**src/rtl/tomasulo_pkg.sv**
```systemverilog
// Shared Tomasulo definitions: tag width, opcode encodings, "no value" bus constants
// and the operand-resolution helper used by the issue stage.
package tomasulo_pkg;

   localparam int TAG_W = 3;
   localparam int REG_N = 8;

   typedef enum logic [2:0] {
      OP_NOP   = 3'd0,
      OP_RR_A  = 3'd1,
      OP_RR_B  = 3'd2,
      OP_IMM_A = 3'd3,
      OP_IMM_B = 3'd4,
      OP_READ  = 3'd5,
      OP_RR_C  = 3'd6,
      OP_RR_D  = 3'd7
   } opcode_e;

   localparam logic [15:0]      VJ_VK_SEM_VALOR = 16'hFFF0;
   localparam logic [TAG_W-1:0] QJ_QK_SEM_VALOR = 3'b000;
   localparam logic [6:0]       A_SEM_VALOR     = 7'b1111000;

   typedef struct packed {
      logic [15:0]      v;
      logic [TAG_W-1:0] q;
   } src_t;

   function automatic logic is_imm(input logic [2:0] op);
      return (op == OP_IMM_A) || (op == OP_IMM_B);
   endfunction

   function automatic logic writes_dest(input logic [2:0] op);
      return (op != OP_NOP) && (op != OP_READ);
   endfunction

   // A ready register wins, then a same-cycle CDB hit, otherwise wait on the producer tag.
   function automatic src_t resolve_src(input logic [TAG_W-1:0] qi, input logic [15:0] reg_val,
                                        input logic cdb_hit, input logic [15:0] cdb_value);
      src_t r;
      if (qi == QJ_QK_SEM_VALOR) begin
         r.v = reg_val;
         r.q = QJ_QK_SEM_VALOR;
      end else if (cdb_hit) begin
         r.v = cdb_value;
         r.q = QJ_QK_SEM_VALOR;
      end else begin
         r.v = VJ_VK_SEM_VALOR;
         r.q = qi;
      end
      return r;
   endfunction

endpackage

```
**src/rtl/issue_unit_if.sv**
```systemverilog
// Instruction-queue handshake plus reservation-station load bus; master is the issue unit,
// slave is the queue/station side.
interface issue_unit_if #(
   parameter int N_RS = 4
);
   import tomasulo_pkg::*;

   logic             Instr_valid;
   logic             Instr_ready;
   logic [15:0]      Instr;
   logic [N_RS-1:0]  Busy;
   logic [N_RS-1:0]  Enable_VQ;
   logic [2:0]       Opcode;
   logic [2:0]       R_target;
   logic [15:0]      Vj;
   logic [15:0]      Vk;
   logic [TAG_W-1:0] Qj;
   logic [TAG_W-1:0] Qk;
   logic [6:0]       A;

   modport master (
      input  Instr_valid, Instr, Busy,
      output Instr_ready, Enable_VQ, Opcode, R_target, Vj, Vk, Qj, Qk, A
   );

   modport slave (
      output Instr_valid, Instr, Busy,
      input  Instr_ready, Enable_VQ, Opcode, R_target, Vj, Vk, Qj, Qk, A
   );
endinterface

```
**src/rtl/issue_unit_reg_status_table.sv**
```systemverilog
// Register status table: per-register producer tag (Qi), two combinational read ports,
// one rename write port and CDB clear; a rename beats a clear of the same register.
module reg_status_table
   import tomasulo_pkg::*;
(
   input  logic             clk_i,
   input  logic             rst_i,
   input  logic [2:0]       rd_a_addr_i,
   input  logic [2:0]       rd_b_addr_i,
   output logic [TAG_W-1:0] rd_a_tag_o,
   output logic [TAG_W-1:0] rd_b_tag_o,
   input  logic             ren_en_i,
   input  logic [2:0]       ren_addr_i,
   input  logic [TAG_W-1:0] ren_tag_i,
   input  logic             cdb_valid_i,
   input  logic [TAG_W-1:0] cdb_tag_i
);
   logic [REG_N-1:0][TAG_W-1:0] qi_w;

   for (genvar gi = 0; gi < REG_N; gi++) begin : g_qi
      logic [TAG_W-1:0] qi_q;
      always_ff @(posedge clk_i) begin
         if (rst_i) begin
            qi_q <= QJ_QK_SEM_VALOR;
         end else if (ren_en_i && (ren_addr_i == 3'(gi))) begin
            qi_q <= ren_tag_i;
         end else if (cdb_valid_i && (qi_q == cdb_tag_i)) begin
            qi_q <= QJ_QK_SEM_VALOR;
         end
      end
      assign qi_w[gi] = qi_q;
   end

   assign rd_a_tag_o = qi_w[rd_a_addr_i];
   assign rd_b_tag_o = qi_w[rd_b_addr_i];
endmodule

```
**src/rtl/issue_unit.sv**
```systemverilog
// In-order issue stage: allocates the lowest free station, resolves operands, renames Rx.
// ISSUE_CDB_BYPASS_EN: operands take a same-cycle CDB value instead of stalling one cycle.
module issue_unit
   import tomasulo_pkg::*;
#(
   parameter int N_RS = 4
) (
   input  logic             Clock,
   input  logic             Reset,
   input  logic [127:0]     Reg_data,
   input  logic             Cdb_valid,
   input  logic [TAG_W-1:0] Cdb_tag,
   input  logic [15:0]      Cdb_value,
   issue_unit_if.master     rs_if
);
   typedef enum logic [1:0] {S_IDLE, S_ISSUE, S_SETTLE} state_e;

   state_e           state_q;
   logic [N_RS-1:0]  en_q;
   logic [2:0]       op_q, rt_q;
   logic [15:0]      vj_q, vk_q;
   logic [TAG_W-1:0] qj_q, qk_q;
   logic [6:0]       a_q;

   logic [2:0]       f_op, f_rx, f_ry, f_rz;
   logic [6:0]       f_imm;
   logic [TAG_W-1:0] qi_j, qi_k, sel_idx, ren_tag;
   logic [N_RS-1:0]  avail;
   logic             any_avail, stall, xfer, issue_fire, ren_en;
   logic             match_j, match_k, hit_j, hit_k;
   src_t             src_j, src_k;
   logic [15:0]      vk_d;
   logic [TAG_W-1:0] qk_d;
   logic [6:0]       a_d;

   assign {f_op, f_rx, f_ry, f_rz} = rs_if.Instr[15:4];
   assign f_imm = rs_if.Instr[6:0];

   assign match_j = Cdb_valid && (qi_j != QJ_QK_SEM_VALOR) && (Cdb_tag == qi_j);
   assign match_k = Cdb_valid && (qi_k != QJ_QK_SEM_VALOR) && (Cdb_tag == qi_k);
`ifdef ISSUE_CDB_BYPASS_EN
   assign hit_j = match_j;
   assign hit_k = match_k;
   assign stall = 1'b0;
`else
   assign hit_j = 1'b0;
   assign hit_k = 1'b0;
   assign stall = match_j || match_k;
`endif

   // Qi is read before this edge's rename, so Ry == Rx sees the older producer.
   assign src_j = resolve_src(qi_j, Reg_data[{f_ry, 4'b0000} +: 16], hit_j, Cdb_value);
   assign src_k = resolve_src(qi_k, Reg_data[{f_rz, 4'b0000} +: 16], hit_k, Cdb_value);

   always_comb begin
      vk_d = src_k.v;
      qk_d = src_k.q;
      a_d  = A_SEM_VALOR;
      if (is_imm(f_op)) begin
         vk_d = VJ_VK_SEM_VALOR;
         qk_d = QJ_QK_SEM_VALOR;
         a_d  = f_imm;
      end
   end

   always_comb begin
      sel_idx   = '0;
      any_avail = 1'b0;
      for (int k = N_RS - 1; k >= 0; k--) begin
         if (avail[k]) begin
            sel_idx   = TAG_W'(k);
            any_avail = 1'b1;
         end
      end
   end

   assign rs_if.Instr_ready = !Reset && (state_q == S_IDLE) && any_avail && !stall;
   assign xfer       = rs_if.Instr_valid && rs_if.Instr_ready;
   assign issue_fire = xfer && (f_op != OP_NOP);
   assign ren_en     = issue_fire && writes_dest(f_op);
   assign ren_tag    = sel_idx + TAG_W'(1);

   // A just-issued station stays masked until its Busy is seen or two edges pass.
   for (genvar gi = 0; gi < N_RS; gi++) begin : g_rsv
      logic [1:0] cnt_q;
      always_ff @(posedge Clock) begin
         if (Reset) begin
            cnt_q <= 2'd0;
         end else if (issue_fire && (sel_idx == TAG_W'(gi))) begin
            cnt_q <= 2'd2;
         end else if (rs_if.Busy[gi]) begin
            cnt_q <= 2'd0;
         end else if (cnt_q != 2'd0) begin
            cnt_q <= cnt_q - 2'd1;
         end
      end
      assign avail[gi] = !rs_if.Busy[gi] && (cnt_q == 2'd0);
   end

   reg_status_table u_rst (
      .clk_i       (Clock),
      .rst_i       (Reset),
      .rd_a_addr_i (f_ry),
      .rd_b_addr_i (f_rz),
      .rd_a_tag_o  (qi_j),
      .rd_b_tag_o  (qi_k),
      .ren_en_i    (ren_en),
      .ren_addr_i  (f_rx),
      .ren_tag_i   (ren_tag),
      .cdb_valid_i (Cdb_valid),
      .cdb_tag_i   (Cdb_tag)
   );

   always_ff @(posedge Clock) begin
      if (Reset) begin
         state_q <= S_IDLE;
         en_q    <= '0;
         op_q    <= 3'd0;
         rt_q    <= 3'd0;
         vj_q    <= VJ_VK_SEM_VALOR;
         vk_q    <= VJ_VK_SEM_VALOR;
         qj_q    <= QJ_QK_SEM_VALOR;
         qk_q    <= QJ_QK_SEM_VALOR;
         a_q     <= A_SEM_VALOR;
      end else begin
         case (state_q)
            S_IDLE: begin
               if (issue_fire) begin
                  state_q <= S_ISSUE;
                  en_q    <= N_RS'(1) << sel_idx;
                  op_q    <= f_op;
                  rt_q    <= f_rx;
                  vj_q    <= src_j.v;
                  qj_q    <= src_j.q;
                  vk_q    <= vk_d;
                  qk_q    <= qk_d;
                  a_q     <= a_d;
               end
            end
            S_ISSUE: begin
               state_q <= S_SETTLE;
               en_q    <= '0;
            end
            default: state_q <= S_IDLE;
         endcase
      end
   end

   assign rs_if.Enable_VQ = en_q;
   assign rs_if.Opcode    = op_q;
   assign rs_if.R_target  = rt_q;
   assign rs_if.Vj        = vj_q;
   assign rs_if.Vk        = vk_q;
   assign rs_if.Qj        = qj_q;
   assign rs_if.Qk        = qk_q;
   assign rs_if.A         = a_q;
endmodule

```
**src/flat_wrapper.sv**
```systemverilog
// flat-port wrapper written by rule: the top's interface ports become plain ports
module issue_unit_flat import tomasulo_pkg::*;
#(
   parameter int N_RS = 4
)
  (Clock, Reset, Reg_data, Cdb_valid, Cdb_tag, Cdb_value, rs_if_Instr_valid, rs_if_Instr, rs_if_Busy, rs_if_Instr_ready, rs_if_Enable_VQ, rs_if_Opcode, rs_if_R_target, rs_if_Vj, rs_if_Vk, rs_if_Qj, rs_if_Qk, rs_if_A);
  issue_unit_if #(.N_RS(N_RS)) rs_if_i ();
  input  logic Clock;
  input  logic Reset;
  input  logic [127:0] Reg_data;
  input  logic Cdb_valid;
  input  logic [TAG_W-1:0] Cdb_tag;
  input  logic [15:0] Cdb_value;
  input wire logic [$bits(rs_if_i.Instr_valid)-1:0] rs_if_Instr_valid;
  input wire logic [$bits(rs_if_i.Instr)-1:0] rs_if_Instr;
  input wire logic [$bits(rs_if_i.Busy)-1:0] rs_if_Busy;
  output wire logic [$bits(rs_if_i.Instr_ready)-1:0] rs_if_Instr_ready;
  output wire logic [$bits(rs_if_i.Enable_VQ)-1:0] rs_if_Enable_VQ;
  output wire logic [$bits(rs_if_i.Opcode)-1:0] rs_if_Opcode;
  output wire logic [$bits(rs_if_i.R_target)-1:0] rs_if_R_target;
  output wire logic [$bits(rs_if_i.Vj)-1:0] rs_if_Vj;
  output wire logic [$bits(rs_if_i.Vk)-1:0] rs_if_Vk;
  output wire logic [$bits(rs_if_i.Qj)-1:0] rs_if_Qj;
  output wire logic [$bits(rs_if_i.Qk)-1:0] rs_if_Qk;
  output wire logic [$bits(rs_if_i.A)-1:0] rs_if_A;
  assign rs_if_i.Instr_valid = rs_if_Instr_valid;
  assign rs_if_i.Instr = rs_if_Instr;
  assign rs_if_i.Busy = rs_if_Busy;
  assign rs_if_Instr_ready = rs_if_i.Instr_ready;
  assign rs_if_Enable_VQ = rs_if_i.Enable_VQ;
  assign rs_if_Opcode = rs_if_i.Opcode;
  assign rs_if_R_target = rs_if_i.R_target;
  assign rs_if_Vj = rs_if_i.Vj;
  assign rs_if_Vk = rs_if_i.Vk;
  assign rs_if_Qj = rs_if_i.Qj;
  assign rs_if_Qk = rs_if_i.Qk;
  assign rs_if_A = rs_if_i.A;
  issue_unit #(.N_RS(N_RS)) u_core (.Clock(Clock), .Reset(Reset), .Reg_data(Reg_data), .Cdb_valid(Cdb_valid), .Cdb_tag(Cdb_tag), .Cdb_value(Cdb_value), .rs_if(rs_if_i));
endmodule
```
**config.mk**
```make
export PLATFORM = sky130hd
export DESIGN_NAME = issue_unit_flat
export DESIGN_NICKNAME = d
export VERILOG_FILES = /design/src/rtl/tomasulo_pkg.sv /design/src/rtl/issue_unit_if.sv /design/src/rtl/issue_unit_reg_status_table.sv /design/src/rtl/issue_unit.sv /design/src/flat_wrapper.sv
export SDC_FILE = /design/constraint.sdc
export NUM_CORES = 1
export LEC_CHECK = 0
export ABC_AREA = 0
export CELL_PAD_IN_SITES_DETAIL_PLACEMENT = 1
export CELL_PAD_IN_SITES_GLOBAL_PLACEMENT = 2
export CORE_ASPECT_RATIO = 1.4
export CORE_MARGIN = 1
export CORE_UTILIZATION = 31
export CTS_BUF_LIST = sky130_fd_sc_hd__clkbuf_4 sky130_fd_sc_hd__clkbuf_8
export CTS_CLUSTER_DIAMETER = 200
export DETAILED_ROUTE_END_ITERATION = 10
export PLACE_DENSITY_LB_ADDON = 0.1
export REMOVE_ABC_BUFFERS = 1
export SYNTH_ARGS = -nofsm -noshare
export SYNTH_HDL_FRONTEND = slang
export SYNTH_SLANG_ARGS = --single-unit
```
**constraint.sdc**
```tcl
create_clock -name Clock -period 5.9 [get_ports Clock]
set_input_delay 0.885 -clock Clock [delete_from_list [all_inputs] [get_ports Clock]]
set_output_delay 0.885 -clock Clock [all_outputs]
set_load 0.005 [all_outputs]
```
# After elaboration in Yosys (flattened, before gate mapping)
# Index checks and enable logic that the tools add are counted.
[totals]
ff_bits = 89
input_bits = 171
out_inout_bits = 56
wordCells = 187
[op_classes]
addsub = 5
n_lt_le_gt_ge = 2
n_eq_ne = 25
shifts = 3
muxes = 49
n_reduce_logical = 78
[op_table]
columns = ["operator", "n"]
rows = [
  ["128-bit by 8-bit variable part select with 16-bit output", 2],
  ["3-bit 2-to-1 mux", 19],
  ["19-bit 2-to-1 mux", 2],
  ["1-bit logical AND", 35],
  ["2-bit 2-to-1 mux", 17],
  ["3-bit == test", 10],
  ["2-bit nonzero test", 13],
  ["3-bit nonzero test", 7],
  ["3-bit binary-select mux with 3-bit select", 2],
  ["16-bit 2-to-1 mux", 1],
  ["3-bit == test, second input constant", 5],
  ["3-bit zero test", 4],
  ["3-bit OR reduction", 4],
  ["2-bit zero test", 5],
  ["3-bit by 2-bit == test with 1-bit output, second input constant", 3],
  ["3-bit by 4-bit less-than comparator with 1-bit output, second input constant", 2],
  ["4-bit case mux with 2 select lines", 1],
  ["2-bit by 1-bit subtractor with 2-bit output, second input constant", 4],
  ["7-bit 2-to-1 mux", 1],
  ["1-bit zero test", 6],
  ["2-bit by 1-bit == test with 1-bit output, second input constant", 2],
  ["2-bit == test, second input constant", 2],
  ["1-bit 2-to-1 mux", 4],
  ["4-bit 2-to-1 mux", 1],
  ["other kinds (8)", 10],
]

# Longest topological paths before layout
[depth]
word_depth = 13
ltp_mapped = 10
mapped_depth_nobuf = 8

# Modules after synthesis
# A second synthesis with hierarchy kept.
[hier_totals]
cells_unflattened = 592
hier_area_um2 = 6407.4
[modules_own_cells]
columns = ["module", "n_inst", "cells_each", "area_each_um2", "seq_area_each_um2"]
rows = [
  ["issue_unit", 1, 445, 4749.6, 1301.2],
  ["reg_status_table", 1, 147, 1657.8, 480.5],
]

# Worst setup path before layout
# No wires, ideal clock.
[synth_path]
kind = "input -> output"
startpoint = "in rs_if_Instr[6]"
endpoint = "out rs_if_Instr_ready"
arrival_time_ns = 2.810
required_time_ns = 5.015
slack_ns = 2.205
cell_stages = 8
n_path_buf = 3
path_cell_list = "buf_2 > mux4_2 > mux2i_2 > xnor2_1 > o41a_1 > buf_4 > clkbuf_1 > and2_1"
[synth_via]
elab_chain_cells = 8
word_cells_on_any_way = 9
cone_classes = "eq/ne (1); mux (2); reduce/logical (6)"
[synth_rtl]
columns = ["element", "line_no", "text"]
rows = [
  ["start: declaration", "flat_wrapper.sv:15", "input wire logic [$bits(rs_if_i.Instr)-1:0] rs_if_Instr;"],
  ["3-bit binary-select mux with 3-bit select *", "issue_unit_reg_status_table.sv:35", "assign rd_b_tag_o = qi_w[rd_b_addr_i];"],
  ["3-bit 2-to-1 mux (not written as such) *", "issue_unit_reg_status_table.sv:35", ""],
  ["3-bit nonzero test", "issue_unit.sv:40", "assign match_k = Cdb_valid && (qi_k != QJ_QK_SEM_VALOR) && (Cdb_tag == qi_k);"],
  ["1-bit logical AND", "issue_unit.sv:40", ""],
  ["1-bit logical AND *", "issue_unit.sv:40", ""],
  ["1-bit logical OR *", "issue_unit.sv:48", "assign stall = match_j || match_k;"],
  ["1-bit zero test *", "issue_unit.sv:77", "assign rs_if.Instr_ready = !Reset && (state_q == S_IDLE) && any_avail && !stall;"],
  ["1-bit logical AND *", "issue_unit.sv:77", ""],
  ["end: declaration", "flat_wrapper.sv:17", "output wire logic [$bits(rs_if_i.Instr_ready)-1:0] rs_if_Instr_ready;"],
]
# Every way passes the cells marked *; elsewhere a longest branch is shown, timed or not. The select of a mux whose other input is x is not followed.

# Worst setup path after layout
[layout_path]
startpoint = "in rs_if_Instr[9]"
endpoint = "out rs_if_Instr_ready"
[layout_via]
elab_chain_cells = 8
word_cells_on_any_way = 9
cone_classes = "eq/ne (1); mux (2); reduce/logical (6)"
[layout_rtl]
columns = ["element", "line_no", "text"]
rows = [
  ["3-bit binary-select mux with 3-bit select *", "issue_unit_reg_status_table.sv:34", "assign rd_a_tag_o = qi_w[rd_a_addr_i];"],
  ["3-bit 2-to-1 mux (not written as such) *", "issue_unit_reg_status_table.sv:34", ""],
  ["3-bit nonzero test", "issue_unit.sv:39", "assign match_j = Cdb_valid && (qi_j != QJ_QK_SEM_VALOR) && (Cdb_tag == qi_j);"],
  ["1-bit logical AND", "issue_unit.sv:39", ""],
  ["1-bit logical AND *", "issue_unit.sv:39", ""],
  ["1-bit logical OR *", "issue_unit.sv:48", ""],
  ["1-bit zero test *", "issue_unit.sv:77", ""],
  ["1-bit logical AND *", "issue_unit.sv:77", ""],
]
# Marks and branches as above.

==> reports/qor.csv <==
metric,value,unit
DR iter-0 viols,179,
Multi-input gate area,4244,sq um
Critical R2R Capture,u_core.rs_if.Vj[0]$_SDFFE_PP0P_,
later-pin clock latency in the skew report,0.38,ns
clock tree buffer depth,2,
GR Overflow Total,0,
max_cap viols,0,
adder-cell share of the synthesized area,0.007919,
first-pass GRT wire length,33470,microns
Die X,122.7,microns
post-synthesis mux area share,0.3888,
fill count,2214,
CP Capture Type,output pin,
Hold Crit Class,flip-flop to flip-flop,
ordered cell list for the critical path,buf_2 > mux4_2 > mux2i_1 > mux2i_1 > or4_1 > and2_1 > clkdlybuf4s50_1,
final hold vios,0,
half-perimeter wire length after detailed placement,16620,microns
min Tclk post-route,4.429,ns
Critical Path AT,3.54,ns
Slew Limit Headroom,0.2129,
Finished Cell Area,8758,sq um
hold depth,1,
DRT antenna net count,0,
nets,935,
largest cells by area after synthesis,"dfxtp_1 28%, mux4_2 27%, mux2i_1 10%, xnor2_1 3.9%, a211oi_1 3.3%",
Post-Place Cell Area,8524,sq um
worst hold start,u_core.g_rsv[1].cnt_q[0]$_SDFFE_PP0P_,
Reg2Reg Setup Slack,2.94,ns
die area,20970,sq um
initial antenna violation count,2,
Crit path largest cell delay,0.57,ns
number of I/O pins,227,
DRC Markers,0,
Initial Util,0.3173,
Mapped Area,6320,sq um
Cells after Synth,580,
ys flop type,dfxtp_1,
Routed WL per cell,21.23,microns
layout cells sized above 1,0.1647,
"critical path fanouts, max",13,
port bufs,210,
"Req. time, crit path",5.02,ns
clock-pin slew on the worst setup and hold paths,0.10,ns
"commonest non-fill, non-tap cells in the layout","203 x clkdlybuf4s50_1, 89 x dfxtp_1, 76 x mux4_2",
Power Density,179.3,nW/um^2
via count,5561,
vias per cell,5.457,
Finish-stage setup viols,0,
Synth cell types,50,
Synth Area in Simple Gates,0.1433,
clk sinks,89,
Num CTS Buffers,9,
Worst IR Drop VDD,0.08652,mV
largest net degree at the start of global routing,75,
Worst-Margin Slew,1.168,ns
"most common cell after layout, fill and taps aside",clkdlybuf4s50_1,
Final Core Density,0.4397,
Final Max Slew Viols,0,
Pleak,0.003275,uW
cell mode on critical path,mux2i_1,
Seq cells post-synth,89,
Tot GR Track Use,0.2130,
core area,19920,sq um
setup TNS,0,ns
XOR/XNOR share of the synthesized area,0.03880,
Mean Syn Cell Area,10.90,sq um
Post-synth ARST share,0,
critical path's slowest cell,mux4_2,
DRT Wirelength,21630,microns
synth warn,0,
postcts setup bufs,0,
Setup Skew,0.01315,ns
vias in the first global route,6253,
CTS tree,yes,
reg2reg start,u_core.u_rst.g_qi[0].qi_q[0]$_SDFFE_PP0P_,
Worst Hold End,u_core.g_rsv[1].cnt_q[0]$_SDFFE_PP0P_,
Post-CTS Resized,0,
sequential share of the synthesized area,0.2819,
Total Power,1571,uW
DRT Pass-1 Iters,4,
Tcrit/Tclk final,0.7506,
cell taking the most area after synthesis,dfxtp_1,
RSZ-0062 raised after global routing,no,
Worst Setup Start Kind,input pin,
htree depth,3,
largest family of logic cells by synthesized area,multiplexers,
Row Count,61,
chip height,170.9,microns
"EDFF count, synth",0,
Compound-Gate Fraction of Synth Area,0.09028,
status,"complete, no violations",
P&R area growth vs syn,38.59,%
Storage cell area,1782,sq um
CP Class,input pin to output pin,
Yosys top cell area share,0.2819,
GP Congestion,0.8044,
Reg2Reg Depth,5,
Root Driver,clkbuf_8,
fmax,225.8,MHz
# hold bufs at CTS,0,
## where the power goes
group          total (uW)  switching, uW  internal (uW)
logic                 442            184            257
registers             636           13.4            623
clock network         493            241            252
total                1570            439           1130
## through the flow
step / setup slack, ns / std cells / hold slack, ns
detailed placement: 1.455 / 1001 / 0.4521
global route: 1.353 / 1019 / 0.4892
global placement: 1.520 / 1001 / 0.4248
CTS: 1.456 / 1017 / 0.4675
floorplan: 2.287 / 527 / 0.4149
finish: 1.471 / 1019 / 0.4609
## layer usage
layer / up-vias / GRT usage / part of all wire
li1: 2584 / - / -
met1: 2779 / 0.2242 / 0.37
met2: 172 / 0.4028 / 0.54
met3: 26 / 0.04567 / 0.058
met4: 0 / 0.08431 / 0.024
met5: - / 0 / 0
## cell type report
type / instances / share of cell area
Clock inverter: 6 / 0.01043
Multi-Input combinational cell: 431 / 0.4846
Timing Repair Buffer: 222 / 0.2463
Clock buffer: 10 / 0.01571
Inverter: 7 / 0.003000
Tap cell: 252 / 0.03600
Sequential cell: 89 / 0.2034
Antenna cell: 2 / 0.0005714
## flip-flops by register name, indices dropped and copies added, names as in the netlist
name and cells:
u_core.rs_if.R_target 3, u_core.rs_if.Opcode 3, u_core.g_rsv.cnt_q 8, u_core.rs_if.Vk 16, u_core.rs_if.Vj 16, u_core.u_rst.g_qi.qi_q 24
u_core.rs_if.Qj 3, u_core.state_q 2, u_core.rs_if.Enable_VQ 4, u_core.rs_if.A 7, u_core.rs_if.Qk 3
## synthesized netlist by cell type, types with 4 or more instances
cell type / number
a21oi_1: 11
nand3b_1: 5
clkbuf_1: 24
buf_6: 8
nor2_1: 49
mux2_2: 4
nor2b_1: 29
nand2b_1: 12
or4_1: 8
nand3_1: 13
nand4_1: 8
mux4_2: 76
inv_1: 6
buf_1: 8
a41oi_1: 8
buf_2: 9
o21ai_0: 12
xnor2_1: 28
ha_1: 4
nor3_1: 6
dfxtp_1: 89
nand2_1: 28
o21ai_1: 9
mux2i_1: 65
a211oi_1: 28
## critical path: cells and delay by family
family                 cells  cell delay, ns
and+or+nand+nor            2            0.75
buffers and inverters      2            0.82
muxes                      3            1.08
## cell families (layout without fill, tap and decap cells)
| kind of cell | Yosys count | count (layout) |
|---|---|---|
| XOR/XNOR | 28 | 28 |
| flip-flops | 89 | 89 |
| multiplexers | 148 | 148 |
| AO/OA/AOI/OAI | 80 | 80 |
| AND/OR/NAND/NOR | 171 | 171 |
| other | 0 | 2 |
| adder cells (fa/ha/maj) | 4 | 4 |
| buffers and inverters | 60 | 245 |
## worst max-delay path by stage
stage | startpoint | end | slack [ns] | cells after the start
after floorplan | rs_if_Instr[4] | rs_if_Instr_ready | 2.29 | 5
after global placement | rs_if_Instr[9] | rs_if_Instr_ready | 1.52 | 7
after detailed placement | rs_if_Instr[9] | rs_if_Instr_ready | 1.46 | 7
after CTS | rs_if_Instr[9] | rs_if_Instr_ready | 1.46 | 7
after global routing | rs_if_Instr[9] | rs_if_Instr_ready | 1.35 | 7
final | rs_if_Instr[9] | rs_if_Instr_ready | 1.47 | 7
Note: power is estimated with default switching activity, not from simulation.
